**src/rtl/ysyx_25030085_pkg.sv**
```systemverilog
// Shared types and constants for the ysyx_25030085 instruction fetch unit.
// Holds the FSM state encoding, exception codes, the NOP word and the reset PC.
package ysyx_25030085_pkg;

  typedef enum logic [1:0] {
    S_IDLE,
    S_REQ,
    S_WAIT,
    S_HOLD
  } ifu_state_e;

  typedef enum logic [1:0] {
    EXC_NONE       = 2'b00,
    EXC_MISALIGNED = 2'b01,
    EXC_ACCESS     = 2'b10,
    EXC_TIMEOUT    = 2'b11
  } exc_e;

  localparam logic [31:0] NOP      = 32'h0000_0013;
  localparam logic [31:0] RESET_PC = 32'h8000_0000;

endpackage

```
**src/rtl/ysyx_25030085_timeout_cnt.sv**
```systemverilog
// Saturating 8-bit cycle counter for the fetch WAIT state.
// expired flags the TIMEOUT-th enabled cycle, i.e. the cycle in which the count reaches TIMEOUT.
module ysyx_25030085_timeout_cnt #(
  parameter int TIMEOUT = 255
) (
  input  logic clk,
  input  logic rst_n,
  input  logic clear,
  input  logic enable,
  output logic expired
);

  localparam logic [7:0] LIMIT = 8'(TIMEOUT);

  logic [7:0] cnt;

  // NOTE: sequential state is updated only with non-blocking assignments so every
  // flop samples pre-edge values regardless of block ordering.
  always_ff @(posedge clk or negedge rst_n) begin
    if (!rst_n) begin
      cnt <= 8'd0;
    end else if (clear) begin
      cnt <= 8'd0;
    end else if (enable && cnt != LIMIT) begin
      cnt <= cnt + 8'd1;
    end
  end

  assign expired = enable && (cnt >= LIMIT - 8'd1);

endmodule

```
**src/rtl/ysyx_25030085_ifu.sv**
```systemverilog
// Instruction fetch unit: PC handshake in, one memory read per fetch, instruction held for decode.
// Flushed fetches still complete their bus transaction but their result is dropped.
module ysyx_25030085_ifu
  import ysyx_25030085_pkg::*;
#(
  parameter int TIMEOUT = 255
) (
  input  logic        clk,
  input  logic        rst_n,
  input  logic [31:0] pc,
  input  logic        pc_valid,
  output logic        pc_ready,
  input  logic        flush,
  output logic        imem_req_valid,
  input  logic        imem_req_ready,
  output logic [31:0] imem_addr,
  input  logic        imem_rsp_valid,
  input  logic [31:0] imem_rsp_data,
  input  logic        imem_rsp_err,
  output logic        inst_valid,
  input  logic        inst_ready,
  output logic [31:0] inst,
  output logic [31:0] inst_pc,
  output logic [1:0]  exc
);

  ifu_state_e  state;
  logic [31:0] addr_q;
  logic [31:0] inst_q;
  exc_e        exc_q;
  logic        drop_q;
  logic        handshake;
  logic        expired;

  assign pc_ready  = !flush && (state == S_IDLE || (state == S_HOLD && inst_ready));
  assign handshake = pc_valid && pc_ready;

  ysyx_25030085_timeout_cnt #(.TIMEOUT(TIMEOUT)) u_timeout_cnt (
    .clk    (clk),
    .rst_n  (rst_n),
    .clear  (state == S_REQ && imem_req_ready),
    .enable (state == S_WAIT),
    .expired(expired)
  );

  always_ff @(posedge clk or negedge rst_n) begin
    if (!rst_n) begin
      state  <= S_IDLE;
      addr_q <= RESET_PC;
      inst_q <= NOP;
      exc_q  <= EXC_NONE;
      drop_q <= 1'b0;
    end else if (handshake) begin
      // A handshake is only possible from IDLE or from HOLD while decode consumes.
      addr_q <= pc;
      if (pc[1:0] == 2'b00) begin
        state <= S_REQ;
      end else begin
        state  <= S_HOLD;
        inst_q <= NOP;
        exc_q  <= EXC_MISALIGNED;
      end
    end else begin
      unique case (state)
        S_IDLE: ;
        S_REQ: begin
          if (flush) drop_q <= 1'b1;
          if (imem_req_ready) state <= S_WAIT;
        end
        S_WAIT: begin
          if (imem_rsp_valid || expired) begin
            drop_q <= 1'b0;
            if (drop_q || flush) begin
              state <= S_IDLE;
            end else begin
              state <= S_HOLD;
              if (imem_rsp_valid) begin
                inst_q <= imem_rsp_data;
                exc_q  <= imem_rsp_err ? EXC_ACCESS : EXC_NONE;
              end else begin
                inst_q <= NOP;
                exc_q  <= EXC_TIMEOUT;
              end
            end
          end else if (flush) begin
            drop_q <= 1'b1;
          end
        end
        S_HOLD: if (flush || inst_ready) state <= S_IDLE;
      endcase
    end
  end

  assign imem_req_valid = (state == S_REQ);
  assign imem_addr      = addr_q;
  assign inst_valid     = (state == S_HOLD);
  assign inst           = inst_q;
  assign inst_pc        = addr_q;
  assign exc            = exc_q;

endmodule

```
**config.mk**
```make
export PLATFORM = sky130hd
export DESIGN_NAME = ysyx_25030085_ifu
export DESIGN_NICKNAME = d
export VERILOG_FILES = /design/src/rtl/ysyx_25030085_pkg.sv /design/src/rtl/ysyx_25030085_timeout_cnt.sv /design/src/rtl/ysyx_25030085_ifu.sv
export SDC_FILE = /design/constraint.sdc
export NUM_CORES = 1
export LEC_CHECK = 0
export CAP_MARGIN = 20
export CORE_MARGIN = 1.5
export CORE_UTILIZATION = 40
export CTS_BUF_LIST = sky130_fd_sc_hd__clkbuf_4 sky130_fd_sc_hd__clkbuf_8 sky130_fd_sc_hd__clkbuf_16
export DETAILED_ROUTE_END_ITERATION = 8
export PLACE_DENSITY = 0.78
export RECOVER_POWER = 25
export SYNTH_ARGS = -nofsm -noshare
export SYNTH_HDL_FRONTEND = slang
export SYNTH_HIERARCHICAL = 1
export SYNTH_SLANG_ARGS = --single-unit
```
**constraint.sdc**
```tcl
create_clock -name clk -period 3.25 [get_ports clk]
set_clock_uncertainty 0.15 [all_clocks]
set_input_delay 0.4875 -clock clk [delete_from_list [all_inputs] [get_ports clk]]
set_output_delay 0.4875 -clock clk [all_outputs]
set_load 0.02 [all_outputs]
```
After elaboration in Yosys (flattened, before gate mapping)
Cells that the tools add are included.

Add/subtract/negate cells: 1. Multiply operators: 0. Divide/modulo/power cells: 0. Magnitude comparators: 1. Eq/ne operators: 9. Shifts and indexed selects: 0. Multiplexer cells: 25. Bitwise gates (word level): 1. Reductions and logical operators: 21.

Operators by type and width (count): two-way mux 32 bit (6); two-way mux 2 bit (13); two-way mux 8 bit (2); adder 8 x 1 -> 8 bit, second input constant (1); greater-or-equal comparator 8 bit, second input constant (1); inequality test 8 bit, second input constant (1); AND reduction 4 bit (2); nonzero test 2 bit (4); logical AND 1 bit (6); inequality test 3 x 1 -> 1 bit, second input constant (2); one-hot mux 2 bit (3 select lines) (1); == test 2 bit, second input constant (2); zero test 2 bit (2); logical OR 1 bit (4); inequality test 2 bit, second input constant (2); nonzero test 4 bit (1); inequality test 3 bit, second input constant (1); == test 2 x 1 -> 1 bit, second input constant (1); two-way mux 1 bit (2); one-hot mux 1 bit (2 select lines) (1); AND reduction 2 bit (1); zero test 1 bit (1); inverter 1 bit (1).

Flip-flop bits (word level): 77. Latch bits: 0. Memory bits (writable): 0. Memory bits (read-only): 0. Input bits: 72. Logic and storage cells: 64. Memories kept: 0.

Longest topological paths before layout
Gate-level depths: netlist (run 1).

Depth in word-level cells: 7. Gate-level depth with buffers: 10. Gate-level depth less buffers: 8.

Cells and area by module
The synthesis (run 1) kept the hierarchy.

Modules (own cells, without submodules): ysyx_25030085_ifu (times used 1, cells each 282, area each 2976.6 um^2, sequential area each 1731.7 um^2); ysyx_25030085_timeout_cnt (times used 1, cells each 52, area each 491.7 um^2, sequential area each 200.2 um^2).

Least setup slack after synthesis (run 1)
Ideal clock, no wire load.

Path kind: reg-to-reg. From: reg state[0]. To: reg state[1]. Arrival: 1.978 ns. Slack: 1.002 ns. Stages on the path, launching flop included: 10. Path buffers: 1. Clock period less this slack: 2.248 ns. Path through: dfrtp_1 -> inv_1 -> ha_1 -> buf_2 -> o21ai_0 -> nor3_1 -> nor3b_1 -> a211o_1 -> or4_1 -> o211a_1.

Elaborated cells between the ends (all ways): 17.

RTL lines: from (decl) (RTL line ysyx_25030085_ifu.sv:27) `ifu_state_e state;`; from (signal assigned) (RTL line ysyx_25030085_ifu.sv:48) `state <= S_IDLE;`; from (signal assigned) (RTL line ysyx_25030085_ifu.sv:57) `state <= S_REQ;`; from (signal assigned) (RTL line ysyx_25030085_ifu.sv:59) `state <= S_HOLD;`; == test 2 bit (RTL line ysyx_25030085_ifu.sv:42) `.enable (state == S_WAIT),`; logical AND 1 bit (RTL line ysyx_25030085_timeout_cnt.sv:29) `assign expired = enable && (cnt >= LIMIT - 8'd1);`; named net expired (RTL line ysyx_25030085_ifu.sv:33) `logic expired;`; logical OR 1 bit (RTL line ysyx_25030085_ifu.sv:71) `if (imem_rsp_valid || expired) begin`; inequality test 3 bit (no line); AND reduction 4 bit (no line).

The timed path passes the listed nets, and every way through them passes these cells. A chain may end at the register's enable or synchronous reset.

Worst setup path in the final report (run 1)
From: reg state[1]. To: out pc_ready.

Cells in the longest elaborated chain, start to end: 4. Elaborated cells between the ends (all ways): 5.

RTL lines: == test 2 bit (RTL line ysyx_25030085_ifu.sv:35) `assign pc_ready = !flush && (state == S_IDLE || (state == S_HOLD && inst_ready));`; logical AND 1 bit (RTL line ysyx_25030085_ifu.sv:35); logical OR 1 bit (*) (RTL line ysyx_25030085_ifu.sv:35); logical AND 1 bit (*) (RTL line ysyx_25030085_ifu.sv:35); to (decl) (RTL line ysyx_25030085_ifu.sv:12) `output logic pc_ready,`.

Every way passes the cells marked *; elsewhere a longest branch is shown, timed or not.

==> results of run 1 <==
final cells by class:
type	count	share of cell area (%)
clock buffer	9	2.38
clock inverter	7	1.10
inverter	10	0.720
multi-input combinational	200	22.5
sequential	77	37.1
tap	105	2.52
timing repair buffer	177	33.7
stage by stage:
stage               std cells  cell area [µm²]  power [mW]  worst slack [ns]  util, %
floorplan                 334             3470        3.15              1.00        -
global placement          569             5030        4.17             0.707     60.6
detailed placement        569             5030        4.23             0.696     60.6
CTS                       585             5210        4.92             0.583     62.8
global route              585             5210        5.18             0.494     62.8
finish                    585             5210        4.86             0.622     62.8
worst paths after layout:
| kind | to | from | slack (ns) |
|---|---|---|---|
| worst max-delay path | pc_ready | state[1]$_DFFE_PN0P_ | 0.62 |
| worst min-delay path | inst[0]$_DFFE_PN1P_ | inst[0]$_DFFE_PN1P_ | 0.31 |
| worst max register to register | inst[3]$_DFFE_PN0P_ | state[0]$_DFFE_PN0P_ | 0.95 |
| worst min register to register | inst[0]$_DFFE_PN1P_ | inst[0]$_DFFE_PN1P_ | 0.31 |
| max in group asynchronous | imem_addr[4]$_DFFE_PN0N_ | rst_n | 1.32 |
| min in group asynchronous | inst[7]$_DFFE_PN0P_ | rst_n | 0.49 |
power by group:
part	total, mW	switching [mW]	internal [mW]
Clock	0.665	0.378	0.286
Combinational	2.56	1.28	1.27
Sequential	1.64	0.299	1.34
worst min-delay path, cell delays in order, from the launching register on:
cell and delay, ns:
dfstp_2 0.38, inv_1 0.04, a2bb2oi_1 0.05
kinds of logic after synthesis:
family | after synthesis | synth area share (%)
simple gates | 134 | 17.1
buf+inv | 57 | 10.5
flops | 77 | 55.7
mux | 4 | 1.41
fa+ha+maj | 7 | 2.53
compound gates | 55 | 12.8
Yosys cell counts (3+ instances only):
master,count
a21oi_1,4
a22o_1,29
a2bb2oi_1,3
a31oi_1,3
buf_2,5
buf_4,32
buf_6,3
clkbuf_1,5
dfrtp_1,73
dfstp_2,4
ha_1,7
inv_1,10
mux2_2,3
nand2_1,101
nand3_1,5
nor2_1,5
nor2b_1,3
nor3_1,3
o21ai_0,4
flip-flops by register name (all words and copies together), names as in the netlist:
signal and cells:
drop_q 1, exc 2, imem_addr 32, inst 32, state 2, u_timeout_cnt/cnt 8
per-layer routing:
metal | up-vias | part of all wire (%) | GRT usage (%)
li1 | 1378 | - | -
met1 | 1400 | 43 | 24.4
met2 | 110 | 47 | 30.9
met3 | 14 | 7.8 | 4.90
met4 | 0 | 1.6 | 7.35
met5 | - | 0 | 0
==> impl_results.md, run 1 <==
* Cell Pwr Density at 933 nW/µm²
* Worst Path Required at 2.61 ns
* Worst path bufs/invs at 1
* Top post-synthesis cells by area: dfrtp_1 53%, nand2_1 11%, a22o_1 7.3%
* FMAX at 381 MHz
* Top-area cell type share of the netlist area at 52.7%
* Wire per inst at about 15 µm
* Via/cell ratio at slightly below 5
* Post-DP HPWL at 6.37 mm
* Critical Path Max Stage Delay at 0.64 ns
* Die W at 96.1 µm
* Post-synth cell types at 44
* Startpoint types: flip-flop
* Post-DRT Antenna Nets at 0
* CTS tree: yes
* Final setup vio count at 0
* Hold Crit Class: flip-flop to flip-flop
* Most common cell after layout, fill and taps aside: clkdlybuf4s50_1
* Area of the multi-input gates at ~1200 µm²
* GPL Wtd Cong at 0.836
* Clock Pin Slew Worst Setup and Hold Paths at 0.09 ns
* Clock Latency Late Sink at 0.34 ns
* Nets@finish at about 550
* Post-synth top flop: dfrtp_1
* Residual DRC count at 0
* Full die area at 9240 µm²
* Largest vdd supply drop at 0.449 mV
* Leakage at 2.41 nW
* Slowest CP cell: clkdlybuf4s50_1
* H-tree levels at 3
* Die Height at 96.1 µm
* Synth Register Bits at 77
* Fin crit share at 80.9%
* Fin. max-slew vios at a little under 80
* Row cnt at 33
* R2R cell count at 7
* Grt total ovfl at 0
* Number of gates resized after cts at 0
* Hold_buf cts at 0
* Post-synthesis sequential area ratio at 55.7%
* Clk buf depth at 2
* Layout cells sized above 1 at 7.50%
* Syn_nets at 413
* Mapped Area at 3470 µm²
* # diodes at 0
* Number of flops mapped to enable cells by yosys at 0
* Ys Warns at 6
* Hold slack at approximately 0.31 ns
* Sequential cell area at a little under 2000 µm²
* CP top delay family: buffers and inverters
* Number of global-route vias before repair at 2806
* Area growth from synthesis to layout at 50.2%
* TNS Setup at 0 ns
* Async S/R FF share, synth at 100%
* WP depth at 4
* Initial Util at 41.8%
* Most frequent cells in the layout: 171 x clkdlybuf4s50_1, 101 x nand2_1, 73 x dfrtp_1
* Vias after detailed routing at between 2000 and 3000
* Gr usage total at 19.1%
* Setup CP Type: flip-flop to primary output
* First-pass GRT wire length at 13.4 mm
* Syn_area_per_cell at 10.4 µm²
* Endpoints failing hold at 0
* Unrepaired setup endpoints after global routing: false
* Largest net degree at the start of global routing at approximately 80
* CTS root buffer: clkbuf_8
* Maxcap violations at 1
* Arrival time worst endpoint at a little under 2 ns
* Post-Route WL at 8.84 mm
* Status: finished with violations
* Clock sinks at 77
* Port-buffer cells at 172
* Setup bufs post-CTS at 0
* Worst Hold Depth at 2
* Initial antenna violation count at 0
* Mapped Cells at 334
* IO Pins at 173
* Failing checks: max-capacitance violations, max-slew violations
* DRT Pass-1 Iters at 4
* Layout fillers at 701
* Cell accounting for the most synthesized area: dfrtp_1
* Num CTS Buffers at 9
* CP cell instances: ha_1 -> a21o_1 -> nor2b_1 -> clkdlybuf4s50_1
* Core area at 8300 µm²
* Iter 0 DRT Violations at between 100 and 150
* Max transition margin at -26.0%
* Pin slew with the least headroom to its limit at 1.89 ns
* Max FO, Critical Path at 5
* Worst setup EP type: primary output
* Min cycle time layout at 2.63 ns
No activity file was read; power rests on OpenSTA's default activity.
==> inputs of run 2 (changes only) <==
--- a/config.mk
+++ b/config.mk
@@ -7,10 +7,10 @@
 export LEC_CHECK = 0
 export CAP_MARGIN = 20
 export CORE_MARGIN = 1.5
-export CORE_UTILIZATION = 40
+export CORE_UTILIZATION = 36
 export CTS_BUF_LIST = sky130_fd_sc_hd__clkbuf_4 sky130_fd_sc_hd__clkbuf_8 sky130_fd_sc_hd__clkbuf_16
 export DETAILED_ROUTE_END_ITERATION = 8
-export PLACE_DENSITY = 0.78
+export PLACE_DENSITY = 0.74
 export RECOVER_POWER = 25
 export SYNTH_ARGS = -nofsm -noshare
 export SYNTH_HDL_FRONTEND = slang
==> constraint.sdc (replaced) <==
create_clock -name clk -period 2.1 [get_ports clk]
set_clock_uncertainty 0.15 [all_clocks]
set_input_delay 0.315 -clock clk [delete_from_list [all_inputs] [get_ports clk]]
set_output_delay 0.315 -clock clk [all_outputs]
set_load 0.02 [all_outputs]
==> impl_results.md, run 2 (synthesis results as in run 1) <==
* Worst setup EP type: flip-flop
* Worst hold path startpoint: inst[0]$_DFFE_PN1P_
* Row cnt at 35 (+6.1%)
* Max transition margin at 53.6% (+80 points)
* Hold slack at 0.326 ns (+0.0129 ns)
* Fin cells at 632 (+8.0%)
* Unrepaired setup endpoints after global routing: true
* Most common cell after layout, fill and taps aside: clkdlybuf4s50_1
* Nets@finish at 577 (+4.2%)
* PnR Total Power at 8.00 mW (+64%)
* Fin. max-slew vios at 0 (-100%)
* Reg power frac at 31.8% (-1.9 points)
* Pin slew with the least headroom to its limit at 0.697 ns (-1.19 ns)
* IO Pins at 173 (unchanged)
* Clk buf depth at 2 (unchanged)
* Combinational group share of total power at 52.5% (about the same)
* Max FO, Critical Path at 4 (-1)
* P_int at 4.91 mW (+69%)
* Worst Path Required at 2.18 ns (-0.43 ns)
* Post-DP HPWL at 6.58 mm (+3.4%)
* Inst Count DP at 605 (+6.3%)
* Endpoints failing hold at 0 (unchanged)
* R2R cell count at 8 (+1)
* Final setup margin at -0.0339 ns (-0.656 ns)
* RR Endpoint: state[1]$_DFFE_PN0P_
* Fin crit share at 102%
* Grt total ovfl at 0 (unchanged)
* Startpoint types: flip-flop
* Post-Route WL at 9.75 mm (+10%)
* Die Height at 101 µm (+5.2%)
* Hold Crit Class: flip-flop to flip-flop
* Arrival time worst endpoint at 2.21 ns (+0.22 ns)
* Clk network pwr share at 15.7% (+2.0 points)
* Wire per inst at 15.4 µm (+2.1%)
* Min cycle time layout at 2.13 ns
* Largest net degree at the start of global routing at 42 (-46%)
* GPL Wtd Cong at 0.785 (-6.1%)
* Clock Pin Slew Worst Setup and Hold Paths at 0.08 ns (about the same)
* First-pass GRT wire length at 14.0 mm (+4.3%)
* Iter 0 DRT Violations at 75 (-38%)
* FMAX at 469 MHz
* CTS root buffer: clkbuf_8
* Initial Util at 37.4% (-4.4 points)
* Switching Share at 38.6% (-1.7 points)
* Sequential cell area at 1930 µm² (about the same)
* Post-DP Area at 5200 µm² (+3.3%)
* WHS Endpoint: inst[0]$_DFFE_PN1P_
* CTS tree: yes
* Largest vdd supply drop at 0.641 mV (+43%)
* Residual DRC count at 0 (unchanged)
* Full die area at 10200 µm² (+11%)
* Gr usage total at 17.6% (-1.5 points)
* Leakage at 2.60 nW (+7.8%)
* R2r setup slk at -0.03 ns (-0.98 ns)
* Core area at 9280 µm² (+12%)
* Final instance area at 5590 µm² (+7.4%)
* FF-to-FF Start: state[0]$_DFFE_PN0P_
* CP cell instances: inv_2 -> ha_4 -> o21ai_2 -> nor3_2 -> nor3b_2 -> a211o_1 -> or4_4 -> o211a_1
* Post-DRT Antenna Nets at 0 (unchanged)
* Area growth from synthesis to layout at 61.3%
* Cell Pwr Density at 1430 nW/µm² (+53%)
* H-tree levels at 3 (unchanged)
* Worst slack, placed at -0.0830 ns (-0.779 ns)
* Port-buffer cells at 172 (unchanged)
* Status: finished with violations
* Number of global-route vias before repair at 2807 (+0.036%)
* Final setup vio count at 1 (+1)
* Setup CP Type: flip-flop to flip-flop
* Num CTS Buffers at 9 (unchanged)
* # diodes at 0 (unchanged)
* Clock sinks at 77 (unchanged)
* Via/cell ratio at 4.81 (-2.9%)
* Die W at 101 µm (+5.2%)
* P_sw at 3.09 mW (+57%)
* Critical Path Max Stage Delay at 0.42 ns (-0.22 ns)
* CP top delay family: simple AND/OR/NAND/NOR gates
* Layout cells sized above 1 at 14.5% (+7.0 points)
* Most frequent cells in the layout: 168 x clkdlybuf4s50_1, 99 x nand2_1, 72 x dfrtp_1
* Area of the multi-input gates at 1330 µm² (+13%)
* DRT Pass-1 Iters at 4 (unchanged)
* Vias after detailed routing at 3043 (+4.9%)
* Worst path bufs/invs at 1 (unchanged)
* Slowest CP cell: dfrtp_1
* Maxcap violations at 0 (-1)
* Failing checks: negative setup slack
* Worst Hold Depth at 2 (unchanged)
* Clock Latency Late Sink at 0.34 ns (about the same)
* Initial antenna violation count at 0 (unchanged)
* Layout fillers at 784 (+12%)
==> run 2: changes by cell type in the layout (fill, tap and decap cells not counted), moves of 2 or more <==
cell,before,now
a2bb2oi_2,0,3
buf_4,5,18
bufinv_16,0,2
inv_6,3,1
clkbuf_4,0,2
mux2_4,1,6
ha_1,7,5
dlygate4sd2_1,0,2
nand2_1,101,99
clkdlybuf4s50_1,171,168
a2bb2oi_1,3,0
nand2_2,0,2
clkinvlp_4,3,1
==> run 2: worst min-delay path: cells and delay by family, from the launching register on <==
| kind | cells | cell delay, ns |
|---|---|---|
| AOI/OAI and AO/OA | 1 | 0.05 |
| buffers and inverters | 1 | 0.06 |
| DFF | 1 | 0.37 |
==> run 2: per-stage QoR <==
stage / utilization [%] / setup TNS (ns)
floorplan: - / -0.00716
global placement: 56.0 / -0.120
detailed placement: 56.0 / -1.96
CTS: 58.5 / -0.00628
global route: 60.3 / -2.70
finish: 60.3 / -0.0339
==> run 2: area by class of cell <==
| class | instances | share of cell area, % |
|---|---|---|
| flip-flops and latches | 77 | 34.6 |
| repair buffers | 195 | 34.2 |
| multi-input cells | 205 | 23.7 |
| well taps | 129 | 2.89 |
| clock buffers | 11 | 2.59 |
| clock inverters | 5 | 1.45 |
| inverters | 10 | 0.671 |
==> run 2: worst max-delay path by stage <==
stage / startpoint / to / slack (ns) / cells past startpoint
CTS: state[0]$_DFFE_PN0P_ / exc[1]$_DFFE_PN0P_ / -0.006 / 8
finish: state[0]$_DFFE_PN0P_ / state[1]$_DFFE_PN0P_ / -0.03 / 8
floorplan: state[0]$_DFFE_PN0P_ / state[1]$_DFFE_PN0P_ / -0.007 / 9
global route: state[0]$_DFFE_PN0P_ / state[1]$_DFFE_PN0P_ / -0.15 / 8
global placement: inst_ready / pc_ready / -0.03 / 4
detailed placement: flush / exc[1]$_DFFE_PN0P_ / -0.08 / 5
==> run 2: power groups by stage <==
stage / clock [mW] / sequential (mW) / combinational (mW)
2_1_floorplan: 0 / 3.10 / 1.82
3_3_place_gp: 0 / 2.54 / 4.01
3_5_place_dp: 0 / 2.55 / 4.09
4_1_cts: 1.30 / 2.54 / 4.09
5_1_grt: 1.37 / 2.62 / 4.47
6_report: 1.26 / 2.54 / 4.20
==> run 2: layer usage <==
metal,track usage (%),up-vias,wire (µm)
met5,0,-,0
met4,6.20,0,115
met3,3.73,10,487
met2,28.0,109,4730
met1,23.7,1490,4420
li1,-,1434,-
==> run 2: what timing repair did <==
action                     CTS  global route
setup endpoints to repair    5            38
pin swaps                    0             2
hold buffers                 1             0
hold endpoints to repair    73             0
resized for setup            7            18
setup buffers                0             4
gates cloned                 0             6
